`src/rtl/read_ahead_buf_n_if.sv`:
```
`default_nettype none
// ============================================================================
//  Module      : read_ahead_buf_n_if
//  Description : Bundles the upstream FWFT-fifo read port and the consumer
//                pop port of the multi-word read-ahead buffer.
//                slave  = the buffer itself, master = the surrounding logic.
//  Revision    : 1.0 - initial release
// ============================================================================
interface read_ahead_buf_n_if #(
    parameter int DATA_W  = 32,
    parameter int DEPTH   = 4,
    parameter int USEDW_W = $clog2(DEPTH + 1)
);
    // Control
    logic                flush;
    // Upstream FWFT fifo read port
    logic                fifo_r_req;
    logic [DATA_W-1:0]   fifo_r_data;
    logic                fifo_empty;
    // Consumer side
    logic                r_req;
    logic [DATA_W-1:0]   r_data;
    logic                empty;
    logic                full;
    logic                almost_empty;
    logic [USEDW_W-1:0]  usedw;
    logic                underflow;

    modport slave (
        input  flush,
        input  fifo_r_data,
        input  fifo_empty,
        input  r_req,
        output fifo_r_req,
        output r_data,
        output empty,
        output full,
        output almost_empty,
        output usedw,
        output underflow
    );

    modport master (
        output flush,
        output fifo_r_data,
        output fifo_empty,
        output r_req,
        input  fifo_r_req,
        input  r_data,
        input  empty,
        input  full,
        input  almost_empty,
        input  usedw,
        input  underflow
    );
endinterface
`default_nettype wire

```
`src/rtl/read_ahead_buf_n.sv`:
```
`default_nettype none
// ============================================================================
//  Module      : read_ahead_buf_n
//  Description : Multi-word read-ahead buffer between an upstream FWFT fifo
//                and a consumer. Prefetches up to DEPTH words into a local
//                circular buffer and presents the head word combinationally.
//                Provides fill level, almost-empty, synchronous flush and
//                a registered one-cycle underflow pulse.
//  Revision    : 1.0 - initial release
// ============================================================================
module read_ahead_buf_n #(
    parameter int DATA_W   = 32,
    parameter int DEPTH    = 4,
    parameter int AE_LEVEL = 1,
    parameter int USEDW_W  = $clog2(DEPTH + 1)
) (
    input  wire                 clk,
    input  wire                 rst,
    read_ahead_buf_n_if.slave   bus
);

    // Pointer width; a one-word buffer still gets a 1-bit pointer that
    // only ever holds zero.
    localparam int                   c_ptr_w    = (DEPTH > 1) ? $clog2(DEPTH) : 1;
    localparam logic [c_ptr_w-1:0]   c_ptr_last = c_ptr_w'(DEPTH - 1);
    localparam logic [USEDW_W-1:0]   c_depth    = USEDW_W'(DEPTH);
    localparam logic [USEDW_W-1:0]   c_ae_level = USEDW_W'(AE_LEVEL);

    // ------------------------------------------------------------------------
    // State
    // ------------------------------------------------------------------------
    logic [DATA_W-1:0]   mem_q [DEPTH];
    logic [DATA_W-1:0]   mem_d [DEPTH];
    logic [c_ptr_w-1:0]  rd_ptr_q, rd_ptr_d;
    logic [c_ptr_w-1:0]  wr_ptr_q, wr_ptr_d;
    logic [USEDW_W-1:0]  count_q,  count_d;
    logic                underflow_q, underflow_d;

    // ------------------------------------------------------------------------
    // Combinational status and handshakes
    // ------------------------------------------------------------------------
    logic w_empty;
    logic w_full;
    logic w_pop;
    logic w_push;

    // Wrap modulo DEPTH so non-power-of-two depths work.
    function automatic logic [c_ptr_w-1:0] ptr_inc(input logic [c_ptr_w-1:0] p);
        return (p == c_ptr_last) ? '0 : p + c_ptr_w'(1);
    endfunction

    // Status flags come only from registered count.
    always_comb begin
        w_empty = (count_q == '0);
        w_full  = (count_q == c_depth);
    end

    // Pop/push qualification; a pop frees a slot in the same cycle, which
    // lets a full buffer sustain one word per cycle.
    always_comb begin
        w_pop  = bus.r_req && !w_empty && !bus.flush;
        w_push = !rst && !bus.flush && !bus.fifo_empty && (!w_full || w_pop);
    end

    // ------------------------------------------------------------------------
    // Next-state logic
    // ------------------------------------------------------------------------

    // Storage write: the upstream head word lands at wr_ptr on a push.
    always_comb begin
        mem_d = mem_q;
        if (w_push) begin
            mem_d[wr_ptr_q] = bus.fifo_r_data;
        end
    end

    // Pointers, fill count and underflow flag; flush returns to the empty
    // origin without touching the upstream fifo.
    always_comb begin
        rd_ptr_d    = rd_ptr_q;
        wr_ptr_d    = wr_ptr_q;
        count_d     = count_q;
        underflow_d = bus.r_req && w_empty && !bus.flush;

        if (bus.flush) begin
            rd_ptr_d = '0;
            wr_ptr_d = '0;
            count_d  = '0;
        end else begin
            if (w_pop) begin
                rd_ptr_d = ptr_inc(rd_ptr_q);
            end
            if (w_push) begin
                wr_ptr_d = ptr_inc(wr_ptr_q);
            end
            case ({w_push, w_pop})
                2'b10:   count_d = count_q + USEDW_W'(1);
                2'b01:   count_d = count_q - USEDW_W'(1);
                default: count_d = count_q;
            endcase
        end
    end

    // ------------------------------------------------------------------------
    // Registers
    // ------------------------------------------------------------------------

    // Control state, reset has priority over flush and everything else.
    always_ff @(posedge clk) begin
        if (rst) begin
            rd_ptr_q    <= '0;
            wr_ptr_q    <= '0;
            count_q     <= '0;
            underflow_q <= 1'b0;
        end else begin
            rd_ptr_q    <= rd_ptr_d;
            wr_ptr_q    <= wr_ptr_d;
            count_q     <= count_d;
            underflow_q <= underflow_d;
        end
    end

    // Data array is not reset; stale words are hidden by the empty gate.
    always_ff @(posedge clk) begin
        mem_q <= mem_d;
    end

    // ------------------------------------------------------------------------
    // Outputs
    // ------------------------------------------------------------------------

    // Head word is gated to zero while empty so stale storage never leaks.
    always_comb begin
        bus.fifo_r_req   = w_push;
        bus.r_data       = w_empty ? '0 : mem_q[rd_ptr_q];
        bus.empty        = w_empty;
        bus.full         = w_full;
        bus.almost_empty = (count_q <= c_ae_level);
        bus.usedw        = count_q;
        bus.underflow    = underflow_q;
    end

endmodule
`default_nettype wire

```
`src/flat_wrapper.sv`:
```
// flat-port wrapper written by rule: the top's interface ports become plain ports
module read_ahead_buf_n_flat 
#(
    parameter int DATA_W   = 32,
    parameter int DEPTH    = 4,
    parameter int AE_LEVEL = 1,
    parameter int USEDW_W  = $clog2(DEPTH + 1)
)
  (clk, rst, bus_flush, bus_fifo_r_data, bus_fifo_empty, bus_r_req, bus_fifo_r_req, bus_r_data, bus_empty, bus_full, bus_almost_empty, bus_usedw, bus_underflow);
  read_ahead_buf_n_if #(.DATA_W(DATA_W), .DEPTH(DEPTH), .USEDW_W(USEDW_W)) bus_i ();
  input  wire clk;
  input  wire rst;
  input wire logic [$bits(bus_i.flush)-1:0] bus_flush;
  input wire logic [$bits(bus_i.fifo_r_data)-1:0] bus_fifo_r_data;
  input wire logic [$bits(bus_i.fifo_empty)-1:0] bus_fifo_empty;
  input wire logic [$bits(bus_i.r_req)-1:0] bus_r_req;
  output wire logic [$bits(bus_i.fifo_r_req)-1:0] bus_fifo_r_req;
  output wire logic [$bits(bus_i.r_data)-1:0] bus_r_data;
  output wire logic [$bits(bus_i.empty)-1:0] bus_empty;
  output wire logic [$bits(bus_i.full)-1:0] bus_full;
  output wire logic [$bits(bus_i.almost_empty)-1:0] bus_almost_empty;
  output wire logic [$bits(bus_i.usedw)-1:0] bus_usedw;
  output wire logic [$bits(bus_i.underflow)-1:0] bus_underflow;
  assign bus_i.flush = bus_flush;
  assign bus_i.fifo_r_data = bus_fifo_r_data;
  assign bus_i.fifo_empty = bus_fifo_empty;
  assign bus_i.r_req = bus_r_req;
  assign bus_fifo_r_req = bus_i.fifo_r_req;
  assign bus_r_data = bus_i.r_data;
  assign bus_empty = bus_i.empty;
  assign bus_full = bus_i.full;
  assign bus_almost_empty = bus_i.almost_empty;
  assign bus_usedw = bus_i.usedw;
  assign bus_underflow = bus_i.underflow;
  read_ahead_buf_n #(.DATA_W(DATA_W), .DEPTH(DEPTH), .AE_LEVEL(AE_LEVEL), .USEDW_W(USEDW_W)) u_core (.clk(clk), .rst(rst), .bus(bus_i));
endmodule
```
`config.mk`:
```
export PLATFORM = sky130hd
export DESIGN_NAME = read_ahead_buf_n_flat
export DESIGN_NICKNAME = d
export VERILOG_FILES = /design/src/rtl/read_ahead_buf_n_if.sv /design/src/rtl/read_ahead_buf_n.sv /design/src/flat_wrapper.sv
export SDC_FILE = /design/constraint.sdc
export NUM_CORES = 1
export LEC_CHECK = 0
export BUFFER_PORTS_ARGS = -buffer_cell sky130_fd_sc_hd__buf_2
export CORE_MARGIN = 4
export CORE_UTILIZATION = 60
export DETAILED_ROUTE_END_ITERATION = 12
export PLACE_DENSITY = 0.83
export SETUP_SLACK_MARGIN = 0.5
export SYNTH_ARGS = -nofsm -noshare
export SYNTH_HDL_FRONTEND = slang
export SYNTH_SLANG_ARGS = --single-unit
```
`constraint.sdc`:
```
create_clock -name clk -period 6.21 [get_ports clk]
set_clock_uncertainty 0.05 [all_clocks]
set_input_delay 1.863 -clock clk [delete_from_list [all_inputs] [get_ports clk]]
set_output_delay 1.863 -clock clk [all_outputs]
set_load 0.05 [all_outputs]
```
-- Word level (Yosys, flattened, before mapping)
Index checks and enable logic that the tools add are counted.
- register bits: 136
- output and inout port bits: 40
- $add $sub $neg: 4
- order comparisons: 4
- equality and inequality tests: 5
- multiplexer cells: 10
- bitwise logic cells: 2
- reductions and logical operators: 17
- operators by type and width (cell ; count):
    $bwmux 128 ; 1
    $mux 32 ; 4
    $bmux 32 s2 ; 1
    $demux 32 s2 ; 1
    $logic_and 1x1->1 ; 8
    $eq 2x2->1 const B ; 3
    $ge 3x3->1 const B ; 2
    $not 2->3 ; 2
    $pmux 3 s2 ; 1
    $logic_not 1->1 ; 5
    $add 2x1->2 const B ; 2
    $mux 2 ; 2
    $add 3x1->3 const B ; 1
    $eq 3x3->1 const B ; 1
    $le 3x1->1 const B ; 1
    $logic_not 3->1 ; 1
    $lt 3x1->1 const B ; 1
    $sub 3x1->3 const B ; 1
    $eq 2x1->1 const B ; 1
    $reduce_bool 2->1 ; 1
    $reduce_or 2->1 ; 1
    $logic_or 1x1->1 ; 1

-- Longest topological paths before layout
Gate-level depths: netlist (run 1).
- word-level depth: 8
- gate-level depth with buffers: 10
- gate-level depth less buffers: 8

-- Worst setup path after synthesis (run 1)
No wires, ideal clock.
- path kind: input to output
- start: in rst
- end: out bus_fifo_r_req
- arrival: 2.942 ns
- required time: 4.297 ns
- setup slack: 1.355 ns
- stages on the path: 3
- path through: or2_1 > buf_6 > a311oi_4
- longest elaborated chain between the ends: 4
- ends and longest elaborated chain (what ; RTL line ; RTL):
    start, declared ; flat_wrapper.sv:12 ; input wire rst;
    $logic_not 1->1 ; read_ahead_buf_n.sv:62 ; w_push = !rst && !bus.flush && !bus.fifo_empty && (!w_full || w_pop);
    $logic_and 1x1->1 (3 in a row) ; read_ahead_buf_n.sv:62 ;
    end, declared ; flat_wrapper.sv:17 ; output wire logic [$bits(bus_i.fifo_r_req)-1:0] bus_fifo_r_req;
Every way passes these cells.

-- Worst setup path after layout (run 1)
Same ends and word-level chain as after synthesis.

==> results_dict.tcl, run 1 <==
set metrics [dict create \
    outcome "complete, no violations" \
    final_max_slew_viol_count 0 \
    post_synth.cell_area_avg_um2 20.4 \
    die_x_um 103 \
    detail-route-antenna-nets 0 \
    clkTransAtPathRegs_ns 0.06 \
    cts_tree "built" \
    grt_max_degree 40 \
    grt_pass1_wl_um 14900 \
    synth_seq_cells 136 \
    place.port_buffers 76 \
    core-area_um2 8720 \
    cts-hold-fix-buffers 0 \
    p_total_w 0.00203 \
    cp_cell_sequence "buf_2 -> or2_1 -> a311oi_4 -> buf_2" \
    maxCapViolations 0 \
    setup_violations 0 \
    areaGrowthSynthToFinish_pct 18.7 \
    cp_max_fo 8 \
    cp_data_arrival_time_ns 3.14 \
    ctsResizeCount 0 \
    rows 34 \
    vdd_drop_max_mv 0.205 \
    cts_buffers 17 \
    fp.dieH_um 103 \
    hp-start "u_core.wr_ptr_q[1]" \
    slew_headroom_pct 37.5 \
    root_buffer "clkbuf_8" \
    path_class "in -> out" \
    htree_levels 4 \
    drtIter0Drc 141 \
    path_buf_inv 2 \
    vias 2698 \
    rsz0062_at_grt "no" \
    initial_core_util_pct 61.7 \
    wl_per_cell_um 20.1 \
    fin_crit_ns 5.05 \
    drt-total-wl_um 9430 \
    tns_ns 0 \
    track_usage_pct 20.2 \
    cp_slowest_stage_delay_ns 0.48 \
    design_area_um2 6390 \
    drive_above_1_share_pct 41.4 \
    ys_types 27 \
    pwr_density_cell_nw_per_um2 317 \
    yosys_warnings 0 \
    ys_seq_area_share_pct 74.4 \
    gp_congestion 0.767 \
    synthCells 264 \
    cts_setup_buffers 0 \
    hpwl_um 5500 \
    hold_viol 0 \
    io_pins 77 \
    route.detailed.drc 0 \
    crit_slowest_cell "a311oi_4" \
    viasPerCell 5.76 \
    max_slew.worst_pin.slew_ns 0.936 \
    startpoint_type "primary input" \
    cts_buffer_depth 2 \
    cts_sinks 136 \
    post-route-period-util_pct 81.3 \
    fin_util_pct 73.3 \
    worst_hold_path_type "reg -> reg" \
    final_cell_mix "edfxtp_1, buf_2, mux4_2" \
    p_leak_nw 2.26 \
    final_nets 394 \
    grt_pass1_vias 2833 \
    final_common_cell "edfxtp_1" \
    cp_top_family "compound AO/OA/AOI/OAI gates" \
    timing.rr.start "u_core.bus.usedw[0]" \
    first_pass_iters 4 \
    post_dp_cell_area_um2 5840 \
    clk_latency_ns 0.51 \
    grt-ovfl-total 0 \
    synth_nets 311 \
    antenna_found_initial 0 \
    syn-cell-area_um2 5380 \
    required_ns 4.30 \
    die_area_um2 10600 \
    crit_path_end_kind "output pin" \
    crit_start "rst" \
    antenna_cells_inserted 0 \
    fmax_mhz 198 \
    cp_common_cell "buf_2" \
]
[power by group]
group          internal, W  leakage [nW]  switching (W)
sequential         0.00101          1.22     0.00000434
clock             0.000507         0.265       0.000405
combinational    0.0000313         0.769      0.0000652
[layer usage]
layer | share of wire (%) | global-route usage [%] | wire [um] | vias up
met4 | 1.0 | 8.17 | 97 | 0
met1 | 40 | 24.8 | 3770 | 1365
met2 | 51 | 32.5 | 4830 | 111
met3 | 7.7 | 7.85 | 724 | 8
met5 | 0 | 0 | 0 | -
li1 | - | - | - | 1214
[cell usage after synthesis]
| cell type | n | area share (%) |
|---|---|---|
| a211oi_1 | 1 | 0.14 |
| a21oi_1 | 4 | 0.37 |
| a311oi_4 | 1 | 0.49 |
| and2_2 | 4 | 0.56 |
| and2b_1 | 3 | 0.42 |
| and3_1 | 1 | 0.12 |
| buf_2 | 4 | 0.37 |
| buf_4 | 3 | 0.42 |
| buf_6 | 1 | 0.21 |
| clkbuf_1 | 5 | 0.35 |
| dfxtp_1 | 8 | 3.0 |
| edfxtp_1 | 128 | 71 |
| ha_1 | 10 | 2.3 |
| inv_1 | 8 | 0.56 |
| mux2_4 | 1 | 0.28 |
| mux2i_1 | 2 | 0.37 |
| mux4_2 | 32 | 13 |
| nand2_1 | 2 | 0.14 |
| nand3b_1 | 1 | 0.14 |
| nor2_1 | 6 | 0.42 |
| nor2b_1 | 30 | 3.5 |
| nor3_1 | 1 | 0.093 |
| o21ai_0 | 3 | 0.28 |
| or2_1 | 1 | 0.12 |
| or3_1 | 1 | 0.12 |
| or4_1 | 1 | 0.14 |
| xor2_1 | 2 | 0.33 |
[final cells by class]
| cell class | count | area (um2) |
|---|---|---|
| sequential | 136 | 4010 |
| multi-input combinational | 107 | 1280 |
| clock buffer | 17 | 414 |
| fill | 503 | 2330 |
| inverter | 8 | 30.0 |
| clock inverter | 15 | 131 |
| tap | 108 | 135 |
| timing repair buffer | 77 | 388 |
[flip-flops by register name, indices dropped and copies added (netlist names)]
signal                count
u_core.bus.underflow      1
u_core.bus.usedw          3
u_core.mem_q            128
u_core.rd_ptr_q           2
u_core.wr_ptr_q           2
[tightest hold or removal path: stages (launching register included)]
cell and delay [ns]:
dfxtp_1 0.34, nand2_1 0.07, mux2i_1 0.05
[stage by stage]
stage	worst slack, ns	instances	hold WS [ns]
final	1.16	468	0.452
after global placement	1.17	436	0.440
after global routing	1.07	468	0.498
after floorplan	1.36	264	0.418
after CTS	1.15	468	0.457
after detailed placement	1.17	436	0.449
[cell families after synthesis]
family / after synthesis / share of synthesized area, %
compound gates: 9 / 1.28
xor+xnor: 2 / 0.325
fa+ha+maj: 10 / 2.32
buf+inv: 21 / 1.91
flops: 136 / 74.4
mux: 35 / 14.0
simple gates: 51 / 5.74
[worst paths after layout]
kind | cells after the start | slack [ns] | to
min | 2 | 0.45 | u_core.wr_ptr_q[1]
max | 4 | 1.16 | bus_fifo_r_req
max reg2reg | 7 | 3.51 | u_core.bus.usedw[2]
min reg2reg | 2 | 0.45 | u_core.wr_ptr_q[1]
Power figures use the tool's default switching activity.
==> run 2: changes to the inputs <==
- CORE_UTILIZATION: 60 -> 51
- PLACE_DENSITY: 0.83 -> 0.75
- clock period: 6.21 -> 4.5 ns (I/O delays scaled with it)
==> run 2 against run 1 <==
  * Setup slack worse by 0.62 ns
  * Critical endpoint unchanged
  * Critical path type unchanged
  * Count of clock-buffer cells in the layout grew 1
  * Via count increased by 1.9%
  * Largest cell class unchanged
  * Sequential power rose by 37%
  * Die area rose by 16%
==> results_dict.tcl, run 2 (synthesis gave the netlist of run 1 again) <==
set metrics [dict create \
    cp_top_family "compound AO/OA/AOI/OAI gates" \
    areaGrowthSynthToFinish_pct 22.5 \
    slew_headroom_pct 40.4 \
    regArea_um2 4010 \
    hold-path-endpoint "u_core.wr_ptr_q[1]" \
    dp_cells 473 \
    cts_tree "built" \
    fp.dieH_um 111 \
    final_cells 509 \
    path_class "in -> out" \
    antenna_found_initial 1 \
    clkTransAtPathRegs_ns 0.06 \
    vias 2750 \
    clk_latency_ns 0.50 \
    cts_buffer_depth 2 \
    viasPerCell 5.40 \
    detail-route-antenna-nets 0 \
    startpoint_type "primary input" \
    route.detailed.drc 0 \
    p_total_w 0.00294 \
    final_cell_mix "edfxtp_1, buf_2, mux4_2" \
    grt_pass1_wl_um 15700 \
    multi_input_area_um2 1300 \
    drtIter0Drc 156 \
    p_leak_nw 2.36 \
    drive_above_1_share_pct 43.4 \
    max_slew.worst_pin.slew_ns 0.894 \
    cts_sinks 136 \
    worst_hold_path_type "reg -> reg" \
    outcome "complete, no violations" \
    cts-hold-fix-buffers 0 \
    whs_path_depth 2 \
    worstRegToRegCells 6 \
    final_max_slew_viol_count 0 \
    rows 37 \
    setup_violations 0 \
    cp_cell_sequence "buf_2 -> or2_1 -> a311oi_4 -> clkbuf_4" \
    cts_buffers 17 \
    io_pins 77 \
    final_nets 407 \
    cp_data_arrival_time_ns 2.56 \
    largest_register_ffs 128 \
    drt-total-wl_um 9960 \
    die_area_um2 12300 \
    maxCapViolations 0 \
    initial_core_util_pct 52.1 \
    reg2reg_to "u_core.mem_q[36]" \
    place.port_buffers 76 \
    fin_crit_ns 3.96 \
    fill_cells 704 \
    fmax_mhz 252 \
    path_buf_inv 2 \
    crit_path_end_kind "output pin" \
    required_ns 3.10 \
    root_buffer "clkbuf_8" \
    r2r_slack_ns 1.91 \
    htree_levels 4 \
    grt-ovfl-total 0 \
    first_pass_iters 4 \
    cp_max_fo 7 \
    top_register "u_core.mem_q" \
    post-route-period-util_pct 88.1 \
    crit_slowest_cell "a311oi_4" \
    grt_pass1_vias 2839 \
    track_usage_pct 17.2 \
    vdd_drop_max_mv 0.378 \
    cp_slowest_stage_delay_ns 0.45 \
    timing.rr.start "u_core.bus.usedw[0]" \
    antenna_cells_inserted 0 \
    core-area_um2 10300 \
    die_x_um 111 \
    wl_per_cell_um 19.6 \
    grt_max_degree 35 \
    final_common_cell "edfxtp_1" \
    hpwl_um 6010 \
    tns_ns 0 \
    gp_congestion 0.732 \
    hold_viol 0 \
    rsz0062_at_grt "no" \
    hp-start "u_core.wr_ptr_q[1]" \
    pwr_density_cell_nw_per_um2 446 \
]
==> run 2: cell count changes in the layout (fill, tap and decap cells not counted) <==
cell and change:
buf_2 -1, buf_4 +12, bufinv_16 +3, clkbuf_1 +1, clkbuf_4 +1, clkinv_1 -1, clkinv_4 +2, dfxtp_2 -1
dfxtp_4 +1, inv_6 -4, inv_8 -1, nor2b_4 +1
==> run 2: worst max path at each step <==
stage | slack (ns) | depth (start not counted) | from | to
floorplan | 0.63 | 6 | u_core.bus.usedw[0] | bus_r_data[24]
global placement | 0.51 | 4 | rst | bus_fifo_r_req
detailed placement | 0.45 | 4 | rst | bus_fifo_r_req
CTS | 0.50 | 4 | rst | bus_fifo_r_req
global route | 0.50 | 4 | rst | bus_fifo_r_req
finish | 0.54 | 4 | rst | bus_fifo_r_req
==> run 2: worst reg2reg max path, cell delays in order, from the launching register on <==
cell and delay (ns):
dfxtp_1 0.43, inv_1 0.11, ha_1 0.31, a311oi_4 0.44, buf_4 0.19, and2_2 0.48, buf_4 0.29
==> run 2: layout make-up <==
class	count	share of cell area [%]
Clock inverter	14	2.87
Timing Repair Buffer	89	7.29
Tap cell	136	2.58
Inverter	8	0.455
Multi-Input combinational cell	108	19.7
Clock buffer	18	6.34
Sequential cell	136	60.8
==> run 2: metal layers <==
layer / global-route usage, % / part of all wire (%)
met2: 27.8 / 52
met4: 4.19 / 0.59
met5: 0 / 0.13
met1: 22.3 / 42
met3: 6.39 / 5.2
==> run 2: timing repair <==
| action | 4_1_cts | 5_1_grt |
|---|---|---|
| pin swaps | 1 | 1 |
| gates cloned | 1 | 0 |
| setup buffers | 0 | 3 |
| resized for setup | 1 | 2 |
| setup endpoints to repair | 18 | 14 |
==> run 2: power by group <==
| part | switching (W) | internal, W |
|---|---|---|
| logic | 0.0000923 | 0.0000468 |
| registers | 0.00000605 | 0.00140 |
| clock network | 0.000536 | 0.000861 |
==> run 2: per-stage QoR <==
stage                     hold slack (ns)  utilization (%)  cell area [um2]  worst slack, ns
final                               0.459             63.9             6590            0.538
after global routing                0.496             63.9             6590            0.497
after CTS                           0.457             63.6             6560            0.503
after detailed placement            0.449             57.6             5950            0.451
after global placement              0.443             57.6             5950            0.505
after floorplan                     0.418                -             5380            0.626
